--- src/rtl/alu_arb.sv ---
// Round-robin arbiter/sequencer sharing one combinational ALU between two requesters.
// Optional `ALU_ARB_STATS_EN adds a saturating count of completed responses on op_cnt_o.
module alu_arb #(
  parameter int DATA_W = 8,
  parameter int OP_W   = 3
) (
  input  logic              clk_i,
  input  logic              rst_ni,
  input  logic              req0_valid_i,
  output logic              req0_ready_o,
  input  logic [DATA_W-1:0] req0_a_i,
  input  logic [DATA_W-1:0] req0_b_i,
  input  logic [OP_W-1:0]   req0_op_i,
  input  logic              req1_valid_i,
  output logic              req1_ready_o,
  input  logic [DATA_W-1:0] req1_a_i,
  input  logic [DATA_W-1:0] req1_b_i,
  input  logic [OP_W-1:0]   req1_op_i,
  output logic [DATA_W-1:0] alu_a_o,
  output logic [DATA_W-1:0] alu_b_o,
  output logic [OP_W-1:0]   alu_op_o,
  input  logic [DATA_W-1:0] alu_res_i,
  output logic              rsp_valid_o,
  input  logic              rsp_ready_i,
  output logic              rsp_id_o,
  output logic [DATA_W-1:0] rsp_res_o,
  output logic              rsp_err_o
`ifdef ALU_ARB_STATS_EN
  ,
  output logic [15:0]       op_cnt_o
`endif
);

  localparam logic [OP_W-1:0] OP_RSVD = OP_W'(7);

  typedef enum logic [1:0] {IDLE, EXEC, RESP} state_e;

  state_e            state_q;
  logic              last_q;
  logic              id_q;
  logic              err_q;
  logic              rsp_valid_q;
  logic [DATA_W-1:0] a_q, b_q, res_q;
  logic [OP_W-1:0]   op_q;

  logic              gnt_vld;
  logic              gnt_id;
  logic [DATA_W-1:0] sel_a, sel_b;
  logic [OP_W-1:0]   sel_op;
  logic              sel_rsvd;

  // NOTE: every signal written here gets a default first, so no path leaves it unassigned (no latch).
  always_comb begin
    gnt_vld = 1'b0;
    gnt_id  = 1'b0;
    if (state_q == IDLE) begin
      if (req0_valid_i && req1_valid_i) begin
        gnt_vld = 1'b1;
        gnt_id  = ~last_q;
      end else if (req0_valid_i) begin
        gnt_vld = 1'b1;
        gnt_id  = 1'b0;
      end else if (req1_valid_i) begin
        gnt_vld = 1'b1;
        gnt_id  = 1'b1;
      end
    end
  end

  // Ready depends only on valids, state and last_q; the grant is the handshake.
  assign req0_ready_o = gnt_vld & ~gnt_id;
  assign req1_ready_o = gnt_vld &  gnt_id;

  assign sel_a    = gnt_id ? req1_a_i  : req0_a_i;
  assign sel_b    = gnt_id ? req1_b_i  : req0_b_i;
  assign sel_op   = gnt_id ? req1_op_i : req0_op_i;
  assign sel_rsvd = (sel_op == OP_RSVD);

  // NOTE: state uses non-blocking assignments so every register samples pre-edge values.
  always_ff @(posedge clk_i or negedge rst_ni) begin
    if (!rst_ni) begin
      state_q     <= IDLE;
      last_q      <= 1'b1;
      id_q        <= 1'b0;
      err_q       <= 1'b0;
      rsp_valid_q <= 1'b0;
      a_q         <= '0;
      b_q         <= '0;
      op_q        <= '0;
      res_q       <= '0;
    end else begin
      case (state_q)
        IDLE: begin
          if (gnt_vld) begin
            a_q     <= sel_a;
            b_q     <= sel_b;
            // A reserved opcode never reaches the ALU.
            op_q    <= sel_rsvd ? '0 : sel_op;
            id_q    <= gnt_id;
            last_q  <= gnt_id;
            err_q   <= sel_rsvd;
            state_q <= EXEC;
          end
        end
        EXEC: begin
          res_q       <= err_q ? '0 : alu_res_i;
          rsp_valid_q <= 1'b1;
          state_q     <= RESP;
        end
        RESP: begin
          if (rsp_ready_i) begin
            rsp_valid_q <= 1'b0;
            state_q     <= IDLE;
          end
        end
        default: state_q <= IDLE;
      endcase
    end
  end

  assign alu_a_o     = a_q;
  assign alu_b_o     = b_q;
  assign alu_op_o    = op_q;
  assign rsp_valid_o = rsp_valid_q;
  assign rsp_id_o    = id_q;
  assign rsp_res_o   = res_q;
  assign rsp_err_o   = err_q;

`ifdef ALU_ARB_STATS_EN
  logic [15:0] op_cnt_q;

  always_ff @(posedge clk_i or negedge rst_ni) begin
    if (!rst_ni) begin
      op_cnt_q <= '0;
    end else if (rsp_valid_q && rsp_ready_i && (op_cnt_q != 16'hFFFF)) begin
      op_cnt_q <= op_cnt_q + 16'd1;
    end
  end

  assign op_cnt_o = op_cnt_q;
`endif

endmodule

--- config.mk ---
export PLATFORM = sky130hd
export DESIGN_NAME = alu_arb
export DESIGN_NICKNAME = d
export VERILOG_FILES = /design/src/rtl/alu_arb.sv
export SDC_FILE = /design/constraint.sdc
export NUM_CORES = 1
export LEC_CHECK = 0
export CORE_ASPECT_RATIO = 0.8
export CORE_MARGIN = 2
export CORE_UTILIZATION = 41
export DETAILED_ROUTE_END_ITERATION = 12
export GPL_TIMING_DRIVEN = 0
export PLACE_DENSITY = 0.84
export SLEW_MARGIN = 20
export SYNTH_ARGS = -nofsm -noshare
export SYNTH_HDL_FRONTEND = slang
export SYNTH_SLANG_ARGS = --single-unit
--- constraint.sdc ---
create_clock -name clk_i -period 1.9 [get_ports clk_i]
set_input_delay 0.19 -clock clk_i [delete_from_list [all_inputs] [get_ports clk_i]]
set_output_delay 0.19 -clock clk_i [all_outputs]
set_load 0.01 [all_outputs]
==> summary.md, run 1 <==
| Metric | Value |
|---|---|
| Area grow syn2layout | `66.80%` |
| Compound-Gate Fraction of Synth Area | `14.66%` |
| Inst Count DP | `291` |
| Fin crit share | `95.75%` |
| Clock Skew | `0.002089 ns` |
| Vias in the first global route | `1,465` |
| IO Pins | `83` |
| Max-cap violation count | `0` |
| Post-synthesis mux area share | `0%` |
| Slack of the critical path | `0.08077 ns` |
| Critical path class | `flop to primary output` |
| Predominant post-synthesis flop cell | `dfrtp_1` |
| Post-DRT Antenna Nets | `0` |
| Met3 routed WL | `403 µm` |
| Clock power share | `14.9%` |
| Max transition margin | `approximately 52%` |
| Final hold violation count | `0` |
| Port Buffers | `82` |
| Post-synth EDFFs | `0` |
| Clock transition at the registers of the reported paths | `about 0.070 ns` |
| Cell Area, Synth | `0.001519 mm²` |
| Avg Synthesized Cell Area | `between 9 and 10 µm²` |
| Die height | `58.44 µm` |
| CTS sink cnt | `33` |
| Syn. warnings | `0` |
| Setup violators final | `0` |
| Cell Pwr Density | `1535 mW/mm²` |
| Final core occ | `72.50%` |
| Cell Rows | `19` |
| CP Capture Type | `primary output` |
| Peak Freq | `549.7 MHz` |
| Residual DRC | `0` |
| Vias | `1,515` |
| Non-Filler Instances | `304` |
| Startpoint types | `flop` |
| Sw Ratio | `between 30 and 40%` |
| Reg2Reg Setup Slack | `0.37 ns` |
| Filler instances | `278` |
| Iteration-0 DRC Markers | `60` |
| Setup WS pre-CTS | `-0.2559 ns` |
| Synth top area cells | `dfrtp_1 53%, nand2_1 12%, a31oi_1 7.4%` |
| DRT Wirelength | `4173 µm` |
| Post-synth ARST share | `100.0%` |
| First-pass GRT wire length | `roughly 6800 µm` |
| Share of layout cells above drive strength 1 | `12.60%` |
| Seq/Total Area, Yosys | `about 54%` |
| Required time of the critical path | `between 1.5 and 2 ns` |
| Adder-Cell Fraction of Synth Area | `0%` |
| Most common cell in the netlist | `nand2_1` |
| Psw | `1.408 mW` |
| Synth cell types | `24` |
| Flop pwr share | `32.8%` |
| Lkg Pwr | `1.114 nW` |
| Initial antenna violation count | `0` |
| Internal | `approximately 2.5 mW` |
| Total power | `3.889 mW` |
| Post-Synth XOR/XNOR Area | `0%` |
| Simple-Gate Fraction of Synth Area | `between 20 and 30%` |
| Ant diodes | `0` |
| CP Data Arrival Time | `~1.6 ns` |
| RD Place Congestion | `around 0.76` |
| CTS tree | `built` |
| Core Region | `about 0.0035 mm²` |
| Tightest Pin Transition | `0.7218 ns` |
| Max Transition Viols Final | `0` |
| Drt wl/cell | `13.73 µm` |
| Hpwl dp | `roughly 3000 µm` |
| Main combinational cell family by area after synthesis | `simple AND/OR/NAND/NOR gates` |
| Syn nets | `between 200 and 250` |
| # H-tree levels | `2` |
| CTS buffer count | `5` |
| Metal2 WL | `1947 µm` |
| Die Area | `0.004211 mm²` |
| Syn Inst Count | `167` |
| Cell taking the most area after synthesis | `dfrtp_1` |
| #FFs+latches synth | `33` |
| Total track usage | `21.23%` |
| Starting density of the core | `43.47%` |
| Peak supply drop | `731.4 µV` |
| First drt pass iteration count | `4` |
| Share of Yosys cell area claimed by the top area cell type | `52.72%` |
| Max Fanout on Critical Path | `10` |
| Largest net degree at the start of global routing | `34` |
| Max Used Layer | `met4` |
| Final setup TNS | `0 ns` |
| Grt ovf | `0` |
| Die X | `72.05 µm` |
| Metal1 wirelength | `1782 µm` |
| Nets | `312` |
| Top cells by count, synth | `49 x nand2_1, 32 x dfrtp_1, 19 x nor2_1` |
| Min Tclk post-route | `1.819 ns` |
| Logic pwr share | `between 50 and 60%` |
| Hold WC Path Type | `input pin to flop` |
| Run status | `finished, final reports clean` |
| Root Driver | `clkbuf_8` |
| Clock buffer depth | `2` |
| Clk_lat worst skew | `0.28 ns` |
| Via density | `4.984` |
## sequential cells by signal (all words and copies together), names as in the netlist
signal       count
rsp_res_o        8
alu_b_o          8
rsp_err_o        1
state_q          2
alu_op_o         3
last_q           1
alu_a_o          8
rsp_valid_o      1
rsp_id_o         1
## worst paths after layout
kind / cells past startpoint / endpoint / from
setup / recovery: 6 / req1_ready_o / state_q[0]
hold / removal: 3 / alu_a_o[6] / req1_a_i[6]
setup reg to reg: 7 / alu_a_o[7] / last_q
hold reg to reg: 2 / last_q / last_q
max in group asynchronous: 2 / alu_a_o[2] / rst_ni
min in group asynchronous: 2 / rsp_res_o[6] / rst_ni
## power by group through the flow
stage	Combinational (mW)	Sequential [mW]	Clock [mW]
after floorplan	0.836	1.42	0
after global placement	1.95	1.27	0
after detailed placement	1.99	1.29	0
after CTS	2.02	1.27	0.588
after global routing	2.23	1.32	0.613
final	2.03	1.28	0.580
## through the flow
step / area (µm²) / hold WS, ns
floorplan: 1519 / -0.1056
global placement: 2392 / 0.4531
finish: 2534 / 0.4619
global route: 2534 / 0.4695
detailed placement: 2387 / 0.2871
CTS: 2507 / 0.4583
## area by class of cell
class | count | area [µm²] | area share [%]
Inverter | 3 | 13.76 | 0.5432
Buffer | 9 | 75.07 | 2.963
Timing Repair Buffer | 87 | 849.6 | 33.53
Sequential cell | 33 | 827.0 | 32.64
Tap cell | 42 | 52.55 | 2.074
Clock buffer | 7 | 96.34 | 3.802
Clock inverter | 1 | 5.005 | 0.1975
Multi-Input combinational cell | 122 | 614.3 | 24.25
## metal layers
layer / track usage, % / vias to the layer above
li1: - / 750
met1: 25.08 / 702
met2: 36.51 / 58
met3: 8.390 / 5
met4: 5.660 / 0
met5: 0 / -
## cell families after synthesis
group,Yosys count
AO/OA/AOI/OAI,35
buffers and inverters,12
flip-flops,33
AND/OR/NAND/NOR,87
## worst max-delay path, cell delays in order (launching register included)
cell and delay [ns]:
dfrtp_1 0.41, nor2_4 0.19, nand3_4 0.12, inv_4 0.08, buf_6 0.14, buf_8 0.14, dlygate4sd2_1 0.27
## placed cells by master, fill, tap and decap left out
| cell type | Yosys | routed |
|---|---|---|
| nand2_1 | 49 | 48 |
| dlygate4sd3_1 | 0 | 1 |
| a31oi_1 | 18 | 18 |
| buf_6 | 2 | 2 |
| o221a_2 | 2 | 2 |
| nand2b_1 | 10 | 10 |
| dfrtp_1 | 32 | 32 |
| a21oi_1 | 1 | 1 |
| inv_4 | 0 | 1 |
| buf_4 | 3 | 7 |
| dfstp_2 | 1 | 1 |
| clkdlybuf4s50_1 | 0 | 79 |
| nor2_1 | 19 | 19 |
| inv_1 | 1 | 1 |
| a21o_1 | 2 | 2 |
| o21ai_0 | 10 | 10 |
| nand2_2 | 0 | 1 |
| o21ai_2 | 2 | 2 |
| clkbuf_8 | 0 | 7 |
| and4_1 | 1 | 1 |
| buf_2 | 3 | 5 |
| dlygate4sd2_1 | 0 | 1 |
| and3_1 | 1 | 1 |
| nor2_4 | 1 | 1 |
| buf_8 | 1 | 1 |
| and2_1 | 2 | 2 |
| inv_2 | 1 | 1 |
| nand3_4 | 0 | 1 |
| nand3_1 | 3 | 3 |
| clkinv_2 | 1 | 1 |
## timing repair
| action | in CTS | in global routing |
|---|---|---|
| pin swaps | 0 | 1 |
| setup buffers | 2 | 2 |
| gates resized for setup | 5 | 3 |
| endpoints found under the setup margin | 2 | 2 |
| hold buffers | 1 | 0 |
| endpoints found under the hold margin | 32 | 0 |
Note: power is estimated with default switching activity, not from simulation.
==> inputs of run 2 (changes only) <==
==> constraint.sdc (replaced) <==
create_clock -name clk_i -period 1.9 [get_ports clk_i]
set_input_delay 0.38 -clock clk_i [delete_from_list [all_inputs] [get_ports clk_i]]
set_output_delay 0.38 -clock clk_i [all_outputs]
set_load 0.01 [all_outputs]
==> run 2 against run 1 <==
  * Critical path depth unchanged
  * Combinational power about the same
  * Critical endpoint is now req0_ready_o
  * Worst hold slack worse by 0.30 ns
  * Via count unchanged
  * Clock skew up 0.0017 ns
  * Sequential power about the same
  * Cell area down 0.35%
  * Routed wire length up 0.19%
  * Non-clock buffer count unchanged
  * Largest cell class unchanged
  * Largest power group unchanged
  * Highest routed layer unchanged
  * Fmax up 3.3%
  * Global-route usage down 0.31 points
  * Die area unchanged
==> summary.md, run 2 (synthesized netlist as in run 1, its figures left out) <==
| Metric | Value |
|---|---|
| Run status | `finished, final reports clean` |
| FF-to-FF Start | `state_q[1]` |
| Setup violators final | `0 (unchanged)` |
| Total track usage | `20.92% (-0.31 points)` |
| Min Tclk post-route | `1.760 ns (-0.05887 ns)` |
| Flip-flop and latch area | `828.3 µm² (+0.15%)` |
| Grt ovf | `0 (unchanged)` |
| First-pass GRT wire length | `6693 µm (-1.1%)` |
| Cell Rows | `19 (unchanged)` |
| Non-Filler Instances | `304 (unchanged)` |
| Clock Skew | `0.003832 ns (+0.001743 ns)` |
| Initial antenna violation count | `0 (unchanged)` |
| Commonest non-fill, non-tap cell in the layout | `clkdlybuf4s50_1` |
| Hpwl dp | `3007 µm (unchanged)` |
| Tightest Pin Transition | `0.7384 ns (+0.01663 ns)` |
| Drt wl/cell | `13.75 µm (+0.19%)` |
| Crit path capture | `req0_ready_o` |
| Starting density of the core | `43.47% (unchanged)` |
| Inst Count DP | `291 (unchanged)` |
| Worst hold slack | `0.1574 ns (-0.3044 ns)` |
| Required time of the critical path | `1.52 ns (-0.19 ns)` |
| Die X | `72.05 µm (unchanged)` |
| Met3 Usage GRT | `8.390% (unchanged)` |
| Root Driver | `clkbuf_8` |
| Final non-filler cell area | `0.002525 mm² (-0.35%)` |
| Startpoint types | `flop` |
| RD Place Congestion | `0.7604 (unchanged)` |
| Peak supply drop | `716.1 µV (-2.1%)` |
| Hold WC Path Type | `input pin to async pin` |
| Critical path class | `flop to primary output` |
| Die Area | `0.004211 mm² (unchanged)` |
| Residual DRC | `0 (unchanged)` |
| Largest net degree at the start of global routing | `34 (unchanged)` |
| Gr busiest metal | `met2` |
| CP Capture Type | `primary output` |
| DRT Wirelength | `4181 µm (+0.19%)` |
| Clock buffer depth | `2 (unchanged)` |
| Met1 usage | `25.17% (+0.084 points)` |
| R2R Path End | `alu_a_o[7]` |
| Via density | `4.984 (unchanged)` |
| Die height | `58.44 µm (unchanged)` |
| Nets | `312 (unchanged)` |
| Slack of the critical path | `0.1396 ns (+0.05887 ns)` |
| Unrepaired setup endpoints after global routing | `false` |
| Peak Freq | `568.1 MHz (+3.3%)` |
| Final setup TNS | `0 ns (unchanged)` |
| Max-cap violation count | `0 (unchanged)` |
| Final core occ | `72.25% (-0.25 points)` |
| Core Region | `0.003495 mm² (unchanged)` |
| # H-tree levels | `2 (unchanged)` |
| Post-DRT Antenna Nets | `0 (unchanged)` |
| CTS sink cnt | `33 (unchanged)` |
| Setup WS pre-CTS | `-0.6359 ns (-0.3800 ns)` |
| CTS buffer count | `5 (unchanged)` |
| Fin crit share | `92.65% (-3.1 points)` |
| First drt pass iteration count | `4 (unchanged)` |
| Clk_lat worst skew | `0.28 ns (about the same)` |
| Iteration-0 DRC Markers | `57 (-5.0%)` |
| Final hold violation count | `0 (unchanged)` |
| M2 GR Usage | `34.79% (-1.7 points)` |
| Share of layout cells above drive strength 1 | `14.12% (+1.5 points)` |
| Vias | `1,515 (unchanged)` |
| CP Data Arrival Time | `1.38 ns (-0.25 ns)` |
| Area of the multi-input gates | `616.8 µm² (+0.41%)` |
| Placed cell area | `0.002387 mm² (unchanged)` |
| Port Buffers | `82 (unchanged)` |
| Filler instances | `281 (+1.1%)` |
| Reg2reg path depth | `8 (+1)` |
| CTS tree | `built` |
| Max transition margin | `50.77% (-1.1 points)` |
| Crit path from | `state_q[1]` |
| Reg2Reg Setup Slack | `0.29 ns (-0.08 ns)` |
| Area grow syn2layout | `66.23%` |
| Total power | `3.888 mW (about the same)` |
| Cell Pwr Density | `1540 mW/mm² (+0.30%)` |
| IO Pins | `83 (unchanged)` |
| Lkg Pwr | `1.112 nW (-0.17%)` |
| Ant diodes | `0 (unchanged)` |
| Max Fanout on Critical Path | `11 (+1)` |
| Clock transition at the registers of the reported paths | `0.07 ns (about the same)` |
| Commonest non-fill, non-tap cells in the layout | `77 x clkdlybuf4s50_1, 48 x nand2_1, 31 x dfrtp_1, 18 x nor2_1, 18 x a31oi_1` |
| Max Transition Viols Final | `0 (unchanged)` |
| Vias in the first global route | `1,472 (+0.48%)` |
==> run 2: cell types whose count changed in the layout (fill, tap and decap cells not counted), sizes merged <==
cell / before / now
buf: 15 / 17
dlygate4sd3: 1 / 0
clkdlybuf4s50: 79 / 77
dlygate4sd2: 1 / 2
==> run 2: worst min-delay path by stage <==
stage / slack, ns / depth (start not counted) / endpoint / start
floorplan: 0.08 / 0 / alu_a_o[0] / rst_ni
CTS: 0.18 / 1 / rsp_valid_o / rst_ni
global route: 0.21 / 1 / rsp_res_o[5] / rst_ni
global placement: 0.45 / 2 / last_q / last_q
detailed placement: 0.46 / 2 / last_q / last_q
finish: 0.16 / 1 / rsp_res_o[2] / rst_ni
==> run 2: layout make-up <==
type,instances,share of cell area [%]
buffer,8,2.527
clock buffer,7,3.816
clock inverter,1,0.1982
inverter,3,0.5451
multi-input combinational,122,24.43
sequential,33,32.80
tap,42,2.081
timing repair buffer,88,33.60
==> run 2: worst max-delay path: stages (launching register included) <==
cell	delay (ns)
dfrtp_1	0.42
nor2_4	0.18
nand3_4	0.10
inv_4	0.08
buf_8	0.13
nor2_2	0.03
buf_2	0.15
==> run 2: metal layers <==
layer	part of all wire, %	vias to the layer above
met2	48	59
met4	1.3	0
li1	-	745
met3	9.3	7
met1	42	704
met5	0	-
==> run 2: what timing repair did <==
| item | 4_1_cts | 5_1_grt |
|---|---|---|
| endpoints found under the hold margin | 0 | 0 |
| gates resized for setup | 12 | 4 |
| pin swaps | 1 | 0 |
| endpoints found under the setup margin | 2 | 1 |
| hold buffers | 0 | 0 |
| buffers inserted | 5 | 1 |
==> run 2: where the power goes <==
group	total, mW	leakage (nW)	switching [mW]	internal (mW)
Sequential	1.28	0.383	0.219	1.07
Clock	0.575	0.0542	0.248	0.327
Combinational	2.03	0.675	0.941	1.09
Total	3.89	1.11	1.41	2.48
==> inputs of run 3 (changes only) <==
--- a/config.mk
+++ b/config.mk
@@ -7,10 +7,12 @@
 export LEC_CHECK = 0
 export CORE_ASPECT_RATIO = 0.8
 export CORE_MARGIN = 2
-export CORE_UTILIZATION = 41
+export CORE_UTILIZATION = 55
 export DETAILED_ROUTE_END_ITERATION = 12
+export DONT_BUFFER_PORTS = 1
 export GPL_TIMING_DRIVEN = 0
-export PLACE_DENSITY = 0.84
+export PLACE_DENSITY = 0.7
+export SKIP_LAST_GASP = 1
 export SLEW_MARGIN = 20
 export SYNTH_ARGS = -nofsm -noshare
 export SYNTH_HDL_FRONTEND = slang
==> run 3 against run 2 <==
  * Core utilization is 9.2 points lower
  * Power shrank 23%
  * Sequential share of layout area rose by 16 points
  * Sequential cell count unchanged
  * Cell area decreased by 33%
  * Sequential power rose by 16%
  * Routed wire length decreased by 20%
  * Worst hold slack improved by 0.033 ns
  * Clock skew about the same
  * Count of clock-buffer cells in the layout is the same
  * Largest power group is now sequential cells
==> summary.md, run 3 (synthesized netlist as in run 1, its figures left out) <==
| Metric | Value |
|---|---|
| CP Data Arrival Time | `1.45 ns (+0.07 ns)` |
| Run status | `finished, final reports clean` |
| Cell Pwr Density | `1763 mW/mm² (+15%)` |
| Total power | `3.003 mW (-23%)` |
| Endpoint, Worst Hold | `state_q[1]` |
| Residual DRC | `0 (unchanged)` |
| Reg2reg path depth | `7 (-1)` |
| Ant diodes | `0 (unchanged)` |
| Required time of the critical path | `1.52 ns (about the same)` |
| Flip-flop and latch area | `829.5 µm² (+0.15%)` |
| Drt wl/cell | `15.47 µm (+12%)` |
| CTS tree | `built` |
| R2R Path End | `alu_a_o[7]` |
| Slack of the critical path | `0.07039 ns (-0.06925 ns)` |
| Die height | `51.01 µm (-13%)` |
| First drt pass iteration count | `4 (unchanged)` |
| Clk_lat worst skew | `0.32 ns (+0.04 ns)` |
| Peak supply drop | `779.5 µV (+8.9%)` |
| Min-delay src | `rsp_ready_i` |
| Die X | `62.76 µm (-13%)` |
| Setup WS pre-CTS | `0.2355 ns (+0.8714 ns)` |
| Slowest stage delay, CP | `0.55 ns (+0.13 ns)` |
| Placed cell area | `0.001567 mm² (-34%)` |
| Grt ovf | `0 (unchanged)` |
| Max transition margin | `73.18% (+22 points)` |
| Post-DRT Antenna Nets | `0 (unchanged)` |
| FF-to-FF Start | `last_q` |
| Starting density of the core | `56.23% (+13 points)` |
| Max Fanout on Critical Path | `10 (-1)` |
| Nets | `229 (-27%)` |
| Setup violators final | `0 (unchanged)` |
| Reg2Reg Setup Slack | `0.41 ns (+0.12 ns)` |
| Peak Freq | `546.6 MHz (-3.8%)` |
| Hold WC Path Type | `input pin to flop` |
| CTS buffer count | `5 (unchanged)` |
| Commonest non-fill, non-tap cells in the layout | `48 x nand2_1, 30 x dfrtp_1, 18 x nor2_1, 18 x a31oi_1` |
| Area grow syn2layout | `12.11%` |
| Max Transition Viols Final | `0 (unchanged)` |
| IO Pins | `83 (unchanged)` |
| Hpwl dp | `2543 µm (-15%)` |
| CTS sink cnt | `33 (unchanged)` |
| Max-cap violation count | `0 (unchanged)` |
| Die Area | `0.003201 mm² (-24%)` |
| First-pass GRT wire length | `5437 µm (-19%)` |
| Min Tclk post-route | `1.830 ns (+0.06925 ns)` |
| CP Capture Type | `primary output` |
| Filler instances | `236 (-16%)` |
| Final setup TNS | `0 ns (unchanged)` |
| DRT Wirelength | `3357 µm (-20%)` |
| Area of the multi-input gates | `621.8 µm² (+0.81%)` |
| Lkg Pwr | `0.7738 nW (-30%)` |
| RD Place Congestion | `0.7781 (+2.3%)` |
| Crit-path cells | `nand2_2 > nand3_4 > inv_4 > buf_6 > buf_8 > nor2_4` |
| Commonest non-fill, non-tap cell in the layout | `nand2_1` |
| Final hold violation count | `0 (unchanged)` |
| Worst Hold Path Cells | `1` |
| Vias in the first global route | `1,206 (-18%)` |
| Clock transition at the registers of the reported paths | `0.10 ns (+0.03 ns)` |
| Clock Skew | `0.004176 ns (+0.0003437 ns)` |
| Largest net degree at the start of global routing | `34 (unchanged)` |
| Initial antenna violation count | `0 (unchanged)` |
| Via density | `5.682 (+14%)` |
| # H-tree levels | `2 (unchanged)` |
| Vias | `1,233 (-19%)` |
| Final non-filler cell area | `0.001703 mm² (-33%)` |
| Core Region | `0.002701 mm² (-23%)` |
| Root Driver | `clkbuf_4` |
| Startpoint types | `flop` |
| Slowest CP cell | `dfstp_2` |
| Clock buffer depth | `2 (unchanged)` |
| Total track usage | `22.39% (+1.5 points)` |
| Fin crit share | `96.30% (+3.6 points)` |
| Iteration-0 DRC Markers | `74 (+30%)` |
| Cell Rows | `17 (-2)` |
| Port Buffers | `0 (-100%)` |
| Tightest Pin Transition | `0.4022 ns (-0.3362 ns)` |
| Share of layout cells above drive strength 1 | `18.44% (+4.3 points)` |
| Critical path class | `flop to primary output` |
==> run 3: cell count changes in the layout (fill, tap and decap cells not counted), moves of 2 or more <==
cell and change:
clkdlybuf4s50_1 -77, clkbuf_4 +5, buf_2 -3, buf_4 -4, dlygate4sd2_1 -2, clkbuf_8 -5
==> run 3: layer usage <==
layer  routed length, µm  GRT usage [%]
met5                   0              0
met1                1310          26.23
met2                1695          38.89
met4                  14          6.667
met3                 336          8.370
==> run 3: cell type report <==
cell class                      instances  area share [%]
Buffer                                  9           4.409
Clock buffer                            7           3.821
Clock inverter                          1          0.2939
Inverter                                3          0.8082
Multi-Input combinational cell        122           36.52
Sequential cell                        33           48.71
Tap cell                               38           2.792
Timing Repair Buffer                    4           2.645
==> run 3: worst max-delay path: cells and delay by family (launching register included) <==
family	cells	cell delay [ns]
flip-flops	1	0.55
buffers and inverters	3	0.31
AND/OR/NAND/NOR	3	0.26
==> run 3: per-stage QoR <==
step	hold slack, ns	utilization (%)	instances
2_1_floorplan	0.08441	-	167
3_3_place_gp	0.08509	57.99	205
3_5_place_dp	0.08510	57.99	205
4_1_cts	0.1820	62.34	216
5_1_grt	0.1713	63.04	217
6_report	0.1909	63.04	217
==> run 3: how the worst max path moves through the flow <==
stage	from	to	slack [ns]	depth (start not counted)
CTS	last_q	req0_ready_o	0.0008	6
global placement	last_q	req0_ready_o	0.26	6
detailed placement	last_q	req0_ready_o	0.24	6
finish	last_q	req0_ready_o	0.07	6
floorplan	last_q	req0_ready_o	0.33	6
global route	state_q[1]	req0_ready_o	-0.003	6
==> run 3: report_power, final <==
group	leakage, nW	switching [mW]	internal [mW]
Clock	0.0413	0.224	0.214
Combinational	0.351	0.609	0.475
Sequential	0.381	0.414	1.07
Total	0.774	1.25	1.76
==> run 3: timing repair <==
action | 4_1_cts | 5_1_grt
gates resized for setup | 3 | 4
setup buffers | 1 | 1
gates cloned | 0 | 0
hold endpoints to repair | 33 | 0
hold buffers | 2 | 0
pin swaps | 1 | 1
setup endpoints to repair | 1 | 1
